==> src/rtl/gate_truth_sequencer.sv <==
// Clocked stimulus/checker for a single-output combinational gate: sweeps every
// input vector, waits a settle window, samples the gate and scores it against TRUTH.
module gate_truth_sequencer #(
    parameter int                     N_IN   = 2,
    parameter int                     SETTLE = 2,
    parameter logic [(1<<N_IN)-1:0]   TRUTH  = 4'b1011
) (
    input  logic              clk,
    input  logic              rst,
    input  logic              start,
    input  logic              abort,
    input  logic              dut_out,
    output logic [N_IN-1:0]   dut_in,
    output logic              busy,
    output logic              done,
    output logic              pass,
    output logic [N_IN:0]     err_count,
    output logic [N_IN-1:0]   first_fail_vec,
    output logic              first_fail_valid
);

    localparam logic [1:0] ST_IDLE   = 2'd0;
    localparam logic [1:0] ST_SETTLE = 2'd1;
    localparam logic [1:0] ST_SAMPLE = 2'd2;
    localparam logic [1:0] ST_DONE   = 2'd3;

    localparam logic [N_IN-1:0] LAST_VEC    = '1;
    localparam logic [7:0]      SETTLE_LAST = 8'(SETTLE - 1);

    logic [1:0]    state;
    logic [7:0]    settle_cnt;
    logic          mismatch;
    logic [N_IN:0] err_next;

    // Score of the vector currently on dut_in; only consumed in SAMPLE.
    assign mismatch = (dut_out != TRUTH[dut_in]);
    assign err_next = err_count + {{N_IN{1'b0}}, mismatch};

    always_ff @(posedge clk) begin
        if (rst) begin
            state            <= ST_IDLE;
            settle_cnt       <= '0;
            dut_in           <= '0;
            busy             <= 1'b0;
            done             <= 1'b0;
            pass             <= 1'b0;
            err_count        <= '0;
            first_fail_vec   <= '0;
            first_fail_valid <= 1'b0;
        end else begin
            case (state)
                ST_IDLE, ST_DONE: begin
                    if (start && !abort) begin
                        state            <= ST_SETTLE;
                        settle_cnt       <= '0;
                        dut_in           <= '0;
                        busy             <= 1'b1;
                        done             <= 1'b0;
                        pass             <= 1'b0;
                        err_count        <= '0;
                        first_fail_vec   <= '0;
                        first_fail_valid <= 1'b0;
                    end
                end
                ST_SETTLE: begin
                    if (abort) begin
                        state      <= ST_IDLE;
                        settle_cnt <= '0;
                        dut_in     <= '0;
                        busy       <= 1'b0;
                        done       <= 1'b0;
                        pass       <= 1'b0;
                    end else if (settle_cnt == SETTLE_LAST) begin
                        state      <= ST_SAMPLE;
                        settle_cnt <= '0;
                    end else begin
                        settle_cnt <= settle_cnt + 8'd1;
                    end
                end
                ST_SAMPLE: begin
                    // An abort here discards the sample; earlier partial results stay visible.
                    if (abort) begin
                        state      <= ST_IDLE;
                        settle_cnt <= '0;
                        dut_in     <= '0;
                        busy       <= 1'b0;
                        done       <= 1'b0;
                        pass       <= 1'b0;
                    end else begin
                        err_count <= err_next;
                        if (mismatch && !first_fail_valid) begin
                            first_fail_vec   <= dut_in;
                            first_fail_valid <= 1'b1;
                        end
                        if (dut_in == LAST_VEC) begin
                            state <= ST_DONE;
                            busy  <= 1'b0;
                            done  <= 1'b1;
                            pass  <= (err_next == '0);
                        end else begin
                            state  <= ST_SETTLE;
                            dut_in <= dut_in + 1'b1;
                        end
                    end
                end
                default: begin
                    state <= ST_IDLE;
                end
            endcase
        end
    end

endmodule

==> config.mk <==
export PLATFORM = sky130hd
export DESIGN_NAME = gate_truth_sequencer
export DESIGN_NICKNAME = d
export VERILOG_FILES = /design/src/rtl/gate_truth_sequencer.sv
export SDC_FILE = /design/constraint.sdc
export NUM_CORES = 1
export LEC_CHECK = 0
export ABC_CLOCK_PERIOD_IN_PS = 5840
export BUFFER_PORTS_ARGS = -buffer_cell sky130_fd_sc_hd__buf_2
export CELL_PAD_IN_SITES_DETAIL_PLACEMENT = 1
export CELL_PAD_IN_SITES_GLOBAL_PLACEMENT = 1
export CORE_MARGIN = 2
export CORE_UTILIZATION = 23
export CTS_BUF_LIST = sky130_fd_sc_hd__clkbuf_8
export DETAILED_ROUTE_END_ITERATION = 12
export GPL_ROUTABILITY_DRIVEN = 0
export HOLD_SLACK_MARGIN = 0.08
export PLACE_DENSITY_LB_ADDON = 0.1
export SLEW_MARGIN = 20
export SYNTH_ARGS = -nofsm -noshare
export SYNTH_HDL_FRONTEND = slang
export SYNTH_SLANG_ARGS = --single-unit
export TNS_END_PERCENT = 50
==> constraint.sdc <==
create_clock -name clk -period 5.84 [get_ports clk]
set_clock_uncertainty 0.15 [all_clocks]
set_input_delay 0.292 -clock clk [delete_from_list [all_inputs] [get_ports clk]]
set_output_delay 0.292 -clock clk [all_outputs]
set_load 0.01 [all_outputs]
==> results of run 1 <==
-- cells by family after synthesis --
group / after synthesis / share of synthesized area (%)
buf+inv: 14 / 5.39
compound gates: 44 / 23.8
fa+ha+maj: 8 / 8.80
simple gates: 41 / 19.6
mux: 1 / 0.880
xor+xnor: 6 / 4.62
flops: 21 / 37.0
-- placed cells by master, fill, tap and decap left out --
cell type,count
o21ai_1,1
a211oi_1,2
nand4_1,1
ha_1,8
a211o_1,2
a2111oi_0,2
or4_1,3
nor4b_1,1
nor2b_1,4
or3_1,1
o311a_1,1
nand4b_1,1
o31ai_1,4
dfxtp_1,21
inv_1,10
nor2_1,10
xor2_1,2
clkbuf_8,3
and2_1,2
nand3_1,4
o21ai_0,13
clkinv_2,1
nand2b_4,1
nand2_1,8
xnor2_1,4
o21a_1,2
nor3_1,2
a21oi_1,13
buf_2,15
nand3b_1,2
mux2i_1,1
a21o_1,2
or2_2,1
o211ai_1,1
a21boi_1,1
-- worst max-delay path: cells and delay by family (launching register included) --
kind / cells / cell delay [ps]
adder cells (fa/ha/maj): 1 / 430
flip-flops: 1 / 320
AO/OA/AOI/OAI: 3 / 790
AND/OR/NAND/NOR: 1 / 460
buffers and inverters: 1 / 70
-- layout make-up --
| type | count | area share, % |
|---|---|---|
| multi-input cells | 100 | 49.7 |
| flip-flops and latches | 21 | 31.9 |
| well taps | 67 | 6.36 |
| repair buffers | 15 | 5.69 |
| clock buffers | 3 | 3.13 |
| inverters | 10 | 2.85 |
| clock inverters | 1 | 0.380 |
-- power by group through the flow --
| stage | clock (mW) | sequential [mW] | combinational, mW |
|---|---|---|---|
| 4_1_cts | 0.104 | 0.156 | 0.0734 |
| 2_1_floorplan | 0 | 0.159 | 0.0528 |
| 5_1_grt | 0.109 | 0.157 | 0.0838 |
| 6_report | 0.0989 | 0.156 | 0.0725 |
| 3_3_place_gp | 0 | 0.159 | 0.0718 |
| 3_5_place_dp | 0 | 0.160 | 0.0726 |
-- worst max-delay path by stage --
stage / from / endpoint / slack, ps / cells past startpoint
finish: state[0] / settle_cnt[1] / 3540 / 6
global route: state[0] / settle_cnt[1] / 3260 / 6
CTS: dut_in[0] / pass / 3490 / 10
detailed placement: state[0] / settle_cnt[1] / 3510 / 6
global placement: dut_in[0] / pass / 3540 / 10
floorplan: dut_in[0] / pass / 3890 / 10
-- sequential cells by signal (all words and copies together), names as in the netlist --
signal	cells
first_fail_valid	1
dut_in	2
done	1
state	2
first_fail_vec	2
busy	1
settle_cnt	8
pass	1
err_count	3
-- per-layer routing --
metal  global-route usage, %  wire [um]  vias up  share of wire (%)
met2                    17.8       1300       10                 45
met1                    15.7       1490      474                 51
met3                    2.44         75        4                2.6
met5                       0          0        -                  0
met4                    4.76         36        0                1.2
li1                        -          -      509                  -
-- synthesized netlist by cell type, drive strengths merged, types with 3 or more instances --
cell	instances	area, sq um
dfxtp	21	420
o21ai	14	70.1
a21oi	13	65.1
inv	10	37.5
nor2	10	37.5
ha	8	100
nand2	8	30.0
nand3	4	20.0
nor2b	4	25.0
o31ai	4	30.0
xnor2	4	35.0
or4	3	22.5
==> flow_summary.json, run 1 <==
{
  "syn_inst": 135,
  "clkPwrFrac_pct": 30.2,
  "die_area_sq_mm": 0.00552,
  "track_usage_pct": 11.5,
  "syn_avg_cell_area_sq_um": 8.42,
  "period_minus_slack_ps": 2300,
  "syn_area_sq_mm": 0.00114,
  "period_share_pct": 39.4,
  "cp_data_arrival_time_ps": 2330,
  "slew_violations": 0,
  "place_area_sq_mm": 0.00127,
  "ff2ff_setup_slack_ps": 3540,
  "ys_ff_latch": 21,
  "worst_slew_pin_slew_ps": 602,
  "start_util_pct": 23.9,
  "first_pass_iters": 4,
  "hold_buffers": 0,
  "internal_power_mw": 0.224,
  "synth_ff_type": "dfxtp_1",
  "final_cells": 217,
  "worstPathMaxFanout": 13,
  "synth_fp_nets": 148,
  "dp_cells": 213,
  "p_per_area_mw_per_mm2": 249,
  "final_nets": 164,
  "hold_start": "rst",
  "clock_path_buffers": 2,
  "grt_max_degree": 14,
  "antenna_found_initial": 0,
  "clock_sinks": 21,
  "hold_slack_ps": 207,
  "finish.utilization_pct": 27.7,
  "fin_ws_ps": 3540,
  "cts.repair.resized": 0,
  "first_iter_violations": 13,
  "vias": 997,
  "seq_area_sq_um": 420,
  "grt_pass1_vias": 1032,
  "r2r_start": "state[0]",
  "critPathMaxStageDelay_ps": 460,
  "rsz0062_at_grt": "no",
  "cts_tree": "done",
  "leakagePower_nw": 0.499,
  "multi_input_area_sq_um": 656,
  "irDropWorstVdd_v": 0.0000672,
  "diodes": 0,
  "slew_headroom_pct": 59.6,
  "combinationalPowerShare_pct": 22.1,
  "io_buffers": 15,
  "drt-total-wl_mm": 2.90,
  "cts.htree.levels": 1,
  "finalSetupViolCount": 0,
  "post_cts_buffers": 0,
  "end_kind": "flip-flop",
  "clk_pin_slew_worst_paths_ps": 80,
  "min_to": "err_count[1]",
  "swShare_pct": 31.7,
  "crit_chain": "inv_1 > ha_1 > nor2b_1 > a21o_1 > o21ai_1 > a211oi_1",
  "p_switching_mw": 0.104,
  "area_growth_pct": 16.0,
  "final_hold_viol_count": 0,
  "drc": 0,
  "max_freq_ghz": 0.434,
  "synth-edff-count": 0,
  "status": "complete, no violations",
  "pre_cts_ws_ps": 3510,
  "crit_required_ps": 5870,
  "power_mw": 0.328,
  "cts-buffers-inserted": 3,
  "maxCapViolCount": 0,
  "path_class": "flip-flop to flip-flop",
  "rows": 25,
  "die_h_um": 74.3,
  "via_per_inst": 4.59,
  "seq_area_frac_synth_pct": 37.0,
  "crit_slowest_cell": "nor2b_1",
  "io_pins": 16,
  "tns_ps": 0,
  "reg2regPathDepth": 6,
  "ys_async_sr_fraction_pct": 0,
  "worst_r2r_endpoint": "settle_cnt[1]",
  "start_kind": "flip-flop",
  "die_width_um": 74.3,
  "hold_depth": 2,
  "root_buffer": "clkbuf_8",
  "hpwl_mm": 2.22,
  "yosysUniqueCellTypes": 35,
  "sequentialPowerShare_pct": 47.7,
  "gr-total-overflow": 0,
  "drive_gt1_share_pct": 14.0,
  "grt_first_pass_wirelength_mm": 4.82,
  "nFillCells": 595,
  "finish.instance_area_sq_mm": 0.00132,
  "clock_latency_ps": 260,
  "hold_class": "primary input to flip-flop",
  "core-area_sq_mm": 0.00475,
  "routedWlPerCell_um": 13.4,
  "ant_nets": 0,
  "ys_warn_count": 0
}
Power figures use the tool's default switching activity.
==> inputs of run 2 (changes only) <==
Settings changed: ABC_CLOCK_PERIOD_IN_PS 5840 to 2400.
Clock period 5.84 ns to 2.4 ns, I/O delays scaled along.
==> run 2 against run 1 <==
- sequential cell count is the same
- via count shrank 0.80%
- sequential power grew 140%
- worst setup slack lost 3300 ps
- clock-buffer cell count is the same
- largest cell class unchanged
- total power grew 140%
- highest routed layer unchanged
- critical path depth grew 4
- routed wire length shrank 0.34%
- clock power grew 140%
- first-iteration DRC count grew to 2.7 times the previous value
- cell count grew 1.4%
==> flow_summary.json, run 2 (synthesis gave the netlist of run 1 again) <==
{
  "rows": 25,
  "fin_ws_ps": 204,
  "via_per_inst": 4.50,
  "seq_area_sq_um": 420,
  "worst_slew_pin_slew_ps": 499,
  "io_pins": 16,
  "cts.repair.resized": 0,
  "drt-met1-wl_mm": 1.58,
  "grt_first_pass_wirelength_mm": 4.97,
  "cp_data_arrival_time_ps": 2230,
  "grt_pass1_vias": 985,
  "rsz0062_at_grt": "no",
  "area_growth_pct": 18.0,
  "start_util_pct": 23.9,
  "swShare_pct": 31.0,
  "dp_cells": 215,
  "end_kind": "flip-flop",
  "ant_nets": 0,
  "root_buffer": "clkbuf_8",
  "start_kind": "flip-flop",
  "final_cell_mix": "dfxtp_1 (21), buf_2 (15), o21ai_0 (13), a21oi_1 (13), inv_1 (11)",
  "core-area_sq_mm": 0.00475,
  "clk_pin_slew_worst_paths_ps": 80,
  "cts-buffers-inserted": 3,
  "clock_path_buffers": 2,
  "clock_sinks": 21,
  "maxCapViolCount": 0,
  "grt_max_degree": 14,
  "tns_ps": 0,
  "die_area_sq_mm": 0.00552,
  "final_cells": 220,
  "nFillCells": 590,
  "track_usage_pct": 11.7,
  "period_share_pct": 91.5,
  "hold_class": "primary input to flip-flop",
  "drive_gt1_share_pct": 14.4,
  "vias": 989,
  "drt-total-wl_mm": 2.89,
  "p_switching_mw": 0.246,
  "finalSetupViolCount": 0,
  "io_buffers": 15,
  "hpwl_mm": 2.25,
  "p_per_area_mw_per_mm2": 591,
  "wl_met2_mm": 1.20,
  "first_iter_violations": 35,
  "leakagePower_nw": 0.514,
  "slew_headroom_pct": 65.9,
  "met3_length_um": 72,
  "post_cts_buffers": 0,
  "cts_tree": "done",
  "pre_cts_ws_ps": 210,
  "combinationalPowerShare_pct": 22.7,
  "cts.htree.levels": 1,
  "first_pass_iters": 4,
  "top_register": "settle_cnt",
  "top_layer_used": "met4",
  "largest_reg_flops": 8,
  "final_nets": 167,
  "internal_power_mw": 0.548,
  "irDropWorstVdd_v": 0.000231,
  "top_regs": "settle_cnt: 8 flops, err_count: 3 flops",
  "die_width_um": 74.3,
  "diodes": 0,
  "clkPwrFrac_pct": 29.4,
  "die_h_um": 74.3,
  "worstPathMaxFanout": 5,
  "clock_latency_ps": 260,
  "slew_violations": 0,
  "path_class": "flip-flop to flip-flop",
  "gr-total-overflow": 0,
  "max_freq_ghz": 0.455,
  "status": "complete, no violations",
  "final_hold_viol_count": 0,
  "drc": 0,
  "layout_commonest_cell": "dfxtp_1",
  "routedWlPerCell_um": 13.1,
  "multi_input_area_sq_um": 656,
  "antenna_found_initial": 0,
  "period_minus_slack_ps": 2200,
  "sequentialPowerShare_pct": 47.9,
  "crit_required_ps": 2440
}
## run 2: final cells by class
type / count / area share, %
well taps: 67 / 6.24
flip-flops and latches: 21 / 31.3
inverters: 10 / 2.80
clock buffers: 3 / 3.08
multi-input cells: 100 / 48.8
clock inverters: 1 / 0.280
repair buffers: 18 / 7.46
## run 2: through the flow
step	hold slack, ps	area, sq um	utilization (%)	total power [mW]
2_1_floorplan	140	1140	-	0.517
3_3_place_gp	308	1290	27.1	0.572
3_5_place_dp	315	1290	27.1	0.571
4_1_cts	86.4	1340	28.2	0.809
5_1_grt	123	1340	28.2	0.856
6_report	87.7	1340	28.2	0.794
## run 2: final timing paths
kind / from / end / slack (ps) / cells after the start
min reg2reg: done / done / 330 / 2
max: dut_in[0] / pass / 200 / 10
max reg2reg: dut_in[0] / pass / 200 / 10
min: abort / state[1] / 90 / 3
## run 2: what timing repair did
action                                  4_1_cts  5_1_grt
hold buffers                                  1        0
endpoints found under the setup margin        0        0
endpoints found under the hold margin         8        0
## run 2: power by group through the flow
| stage | registers, mW | logic, mW | clock network (mW) |
|---|---|---|---|
| floorplan | 0.388 | 0.129 | 0 |
| global placement | 0.388 | 0.184 | 0 |
| detailed placement | 0.389 | 0.182 | 0 |
| CTS | 0.381 | 0.185 | 0.243 |
| global route | 0.384 | 0.211 | 0.261 |
| finish | 0.380 | 0.181 | 0.233 |
## run 2: worst max-delay path, stage by stage (launching register included)
cell and delay, ps:
dfxtp_1 400, inv_1 90, ha_1 210, xor2_1 200, inv_1 70, ha_1 180
ha_1 220, xor2_1 150, nor3_1 190, nand3_1 110, a21oi_1 150
## run 2: routing by layer
layer	track usage (%)	vias up
met5	0	-
met4	3.57	0
met3	2.30	4
met2	16.6	12
met1	17.8	456
li1	-	517
==> inputs of run 3 (changes only) <==
Settings changed: PLACE_DENSITY set to 0.57, PLACE_DENSITY_LB_ADDON 0.1 to unset.
==> run 3 against run 2 <==
- cell count increased by 0.45%
- clock power about the same
- fmax increased by 2.0%
- critical path depth stayed put
- non-clock buffer count increased by 1
- sequential share of layout area down 0.14 points
- critical endpoint unchanged
- largest cell class unchanged
- largest power group unchanged
==> flow_summary.json, run 3 (synthesis gave the netlist of run 1 again) <==
{
  "vias": 1024,
  "die_area_sq_mm": 0.00552,
  "die_h_um": 74.3,
  "ant_nets": 0,
  "first_pass_iters": 4,
  "start_kind": "flip-flop",
  "leakagePower_nw": 0.518,
  "end_kind": "flip-flop",
  "path_class": "flip-flop to flip-flop",
  "status": "complete, no violations",
  "hold_class": "primary input to flip-flop",
  "grt_max_degree": 14,
  "clock_path_buffers": 2,
  "die_width_um": 74.3,
  "nFillCells": 593,
  "diodes": 0,
  "final_hold_viol_count": 0,
  "via_per_inst": 4.63,
  "place_area_sq_mm": 0.00129,
  "irDropWorstVdd_v": 0.000247,
  "start_util_pct": 23.9,
  "maxCapViolCount": 0,
  "final_nets": 168,
  "seq_area_sq_um": 422,
  "gr-total-overflow": 0,
  "rsz0062_at_grt": "no",
  "rows": 25,
  "first_iter_violations": 29,
  "period_share_pct": 89.7,
  "clk_pin_slew_worst_paths_ps": 80,
  "final_cell_mix": "dfxtp_1 (20), buf_2 (15), o21ai_0 (13), a21oi_1 (13)",
  "drt-total-wl_mm": 2.84,
  "finish.instance_area_sq_mm": 0.00135,
  "top_regs": "settle_cnt: 8 flops, err_count: 3 flops",
  "max_freq_ghz": 0.465,
  "grt_pass1_vias": 1061,
  "top_register": "settle_cnt",
  "grt_first_pass_wirelength_mm": 4.97,
  "power_mw": 0.797,
  "clock_latency_ps": 260,
  "critPathTopFamily": "adder cells",
  "antenna_found_initial": 0,
  "area_growth_pct": 18.9,
  "drive_gt1_share_pct": 16.2,
  "crit_required_ps": 2450,
  "cts_tree": "done",
  "reg2regPathDepth": 10,
  "drc": 0,
  "core-area_sq_mm": 0.00475,
  "io_buffers": 15,
  "hpwl_mm": 2.21,
  "tns_ps": 0,
  "root_buffer": "clkbuf_8",
  "slew_headroom_pct": 58.9,
  "clock_sinks": 21,
  "track_usage_pct": 11.6,
  "cts-buffers-inserted": 3,
  "worstPathMaxFanout": 5,
  "layout_commonest_cell": "dfxtp_1",
  "multi_input_area_sq_um": 656,
  "largest_reg_flops": 8,
  "cpMostUsedCell": "ha_1",
  "grt_use_met1_pct": 14.4,
  "crit_buf_inv": 2,
  "worst_slew_pin_slew_ps": 602,
  "critPathMaxStageDelay_ps": 380,
  "io_pins": 16,
  "slew_violations": 0,
  "met2_usage_pct": 20.9,
  "cp.depth": 10,
  "cp_data_arrival_time_ps": 2200,
  "grt_busiest_layer": "met2",
  "p_per_area_mw_per_mm2": 589,
  "met3_usage_pct": 2.85,
  "period_minus_slack_ps": 2150,
  "finalSetupViolCount": 0,
  "cts.htree.levels": 1,
  "crit_chain": "inv_1 > ha_1 > xor2_1 > inv_1 > ha_1 > ha_1 > xor2_1 > nor3_1 > nand3_1 > a21oi_1",
  "routedWlPerCell_um": 12.8,
  "hold_depth": 3,
  "crit_slowest_cell": "dfxtp_2"
}
-- run 3: cell count changes in the layout (fill, tap and decap cells not counted) --
cell      delta
buf_4        +1
dfxtp_1      -1
clkinv_2     +1
inv_1        -1
dfxtp_2      +1
-- run 3: worst paths after layout --
| kind | start | end | slack, ps |
|---|---|---|---|
| max | dut_in[0] | pass | 250 |
| min | abort | state[1] | 90 |
| max reg2reg | dut_in[0] | pass | 250 |
| min reg2reg | done | done | 330 |
-- run 3: cell type report --
cell class                 count  share of cell area, %
sequential                    21                   31.2
clock buffer                   3                   3.05
clock inverter                 1                  0.370
timing repair buffer          19                   7.96
tap                           67                   6.20
multi-input combinational    100                   48.5
inverter                      10                   2.78
-- run 3: metal layers --
layer  vias up  wire length (um)
li1        521                 -
met1       484              1280
met2        17              1440
met3         2               100
met4         0                11
met5         -                 0
-- run 3: what timing repair did --
item,in CTS,in global routing
hold buffers,1,0
endpoints found under the setup margin,0,1
gates resized for setup,0,1
setup buffers,0,0
hold endpoints to repair,8,0
-- run 3: power breakdown --
group          switching (mW)  internal [mW]
clock                   0.117          0.116
sequential             0.0149          0.365
combinational           0.110         0.0737
total                   0.242          0.555
-- run 3: worst register-to-register path: stages (launching register included) --
cell and delay (ps):
dfxtp_2 380, inv_1 80, ha_1 210, xor2_1 200
inv_1 80, ha_1 190, ha_1 220, xor2_1 150
nor3_1 190, nand3_1 110, a21oi_1 150
-- run 3: stage by stage --
stage	cells	worst slack (ps)	utilization, %	hold WS (ps)
2_1_floorplan	135	446	-	140
3_3_place_gp	216	226	27.2	312
3_5_place_dp	216	126	27.2	314
4_1_cts	221	110	28.4	89.0
5_1_grt	221	0.0453	28.4	104
6_report	221	248	28.4	92.4
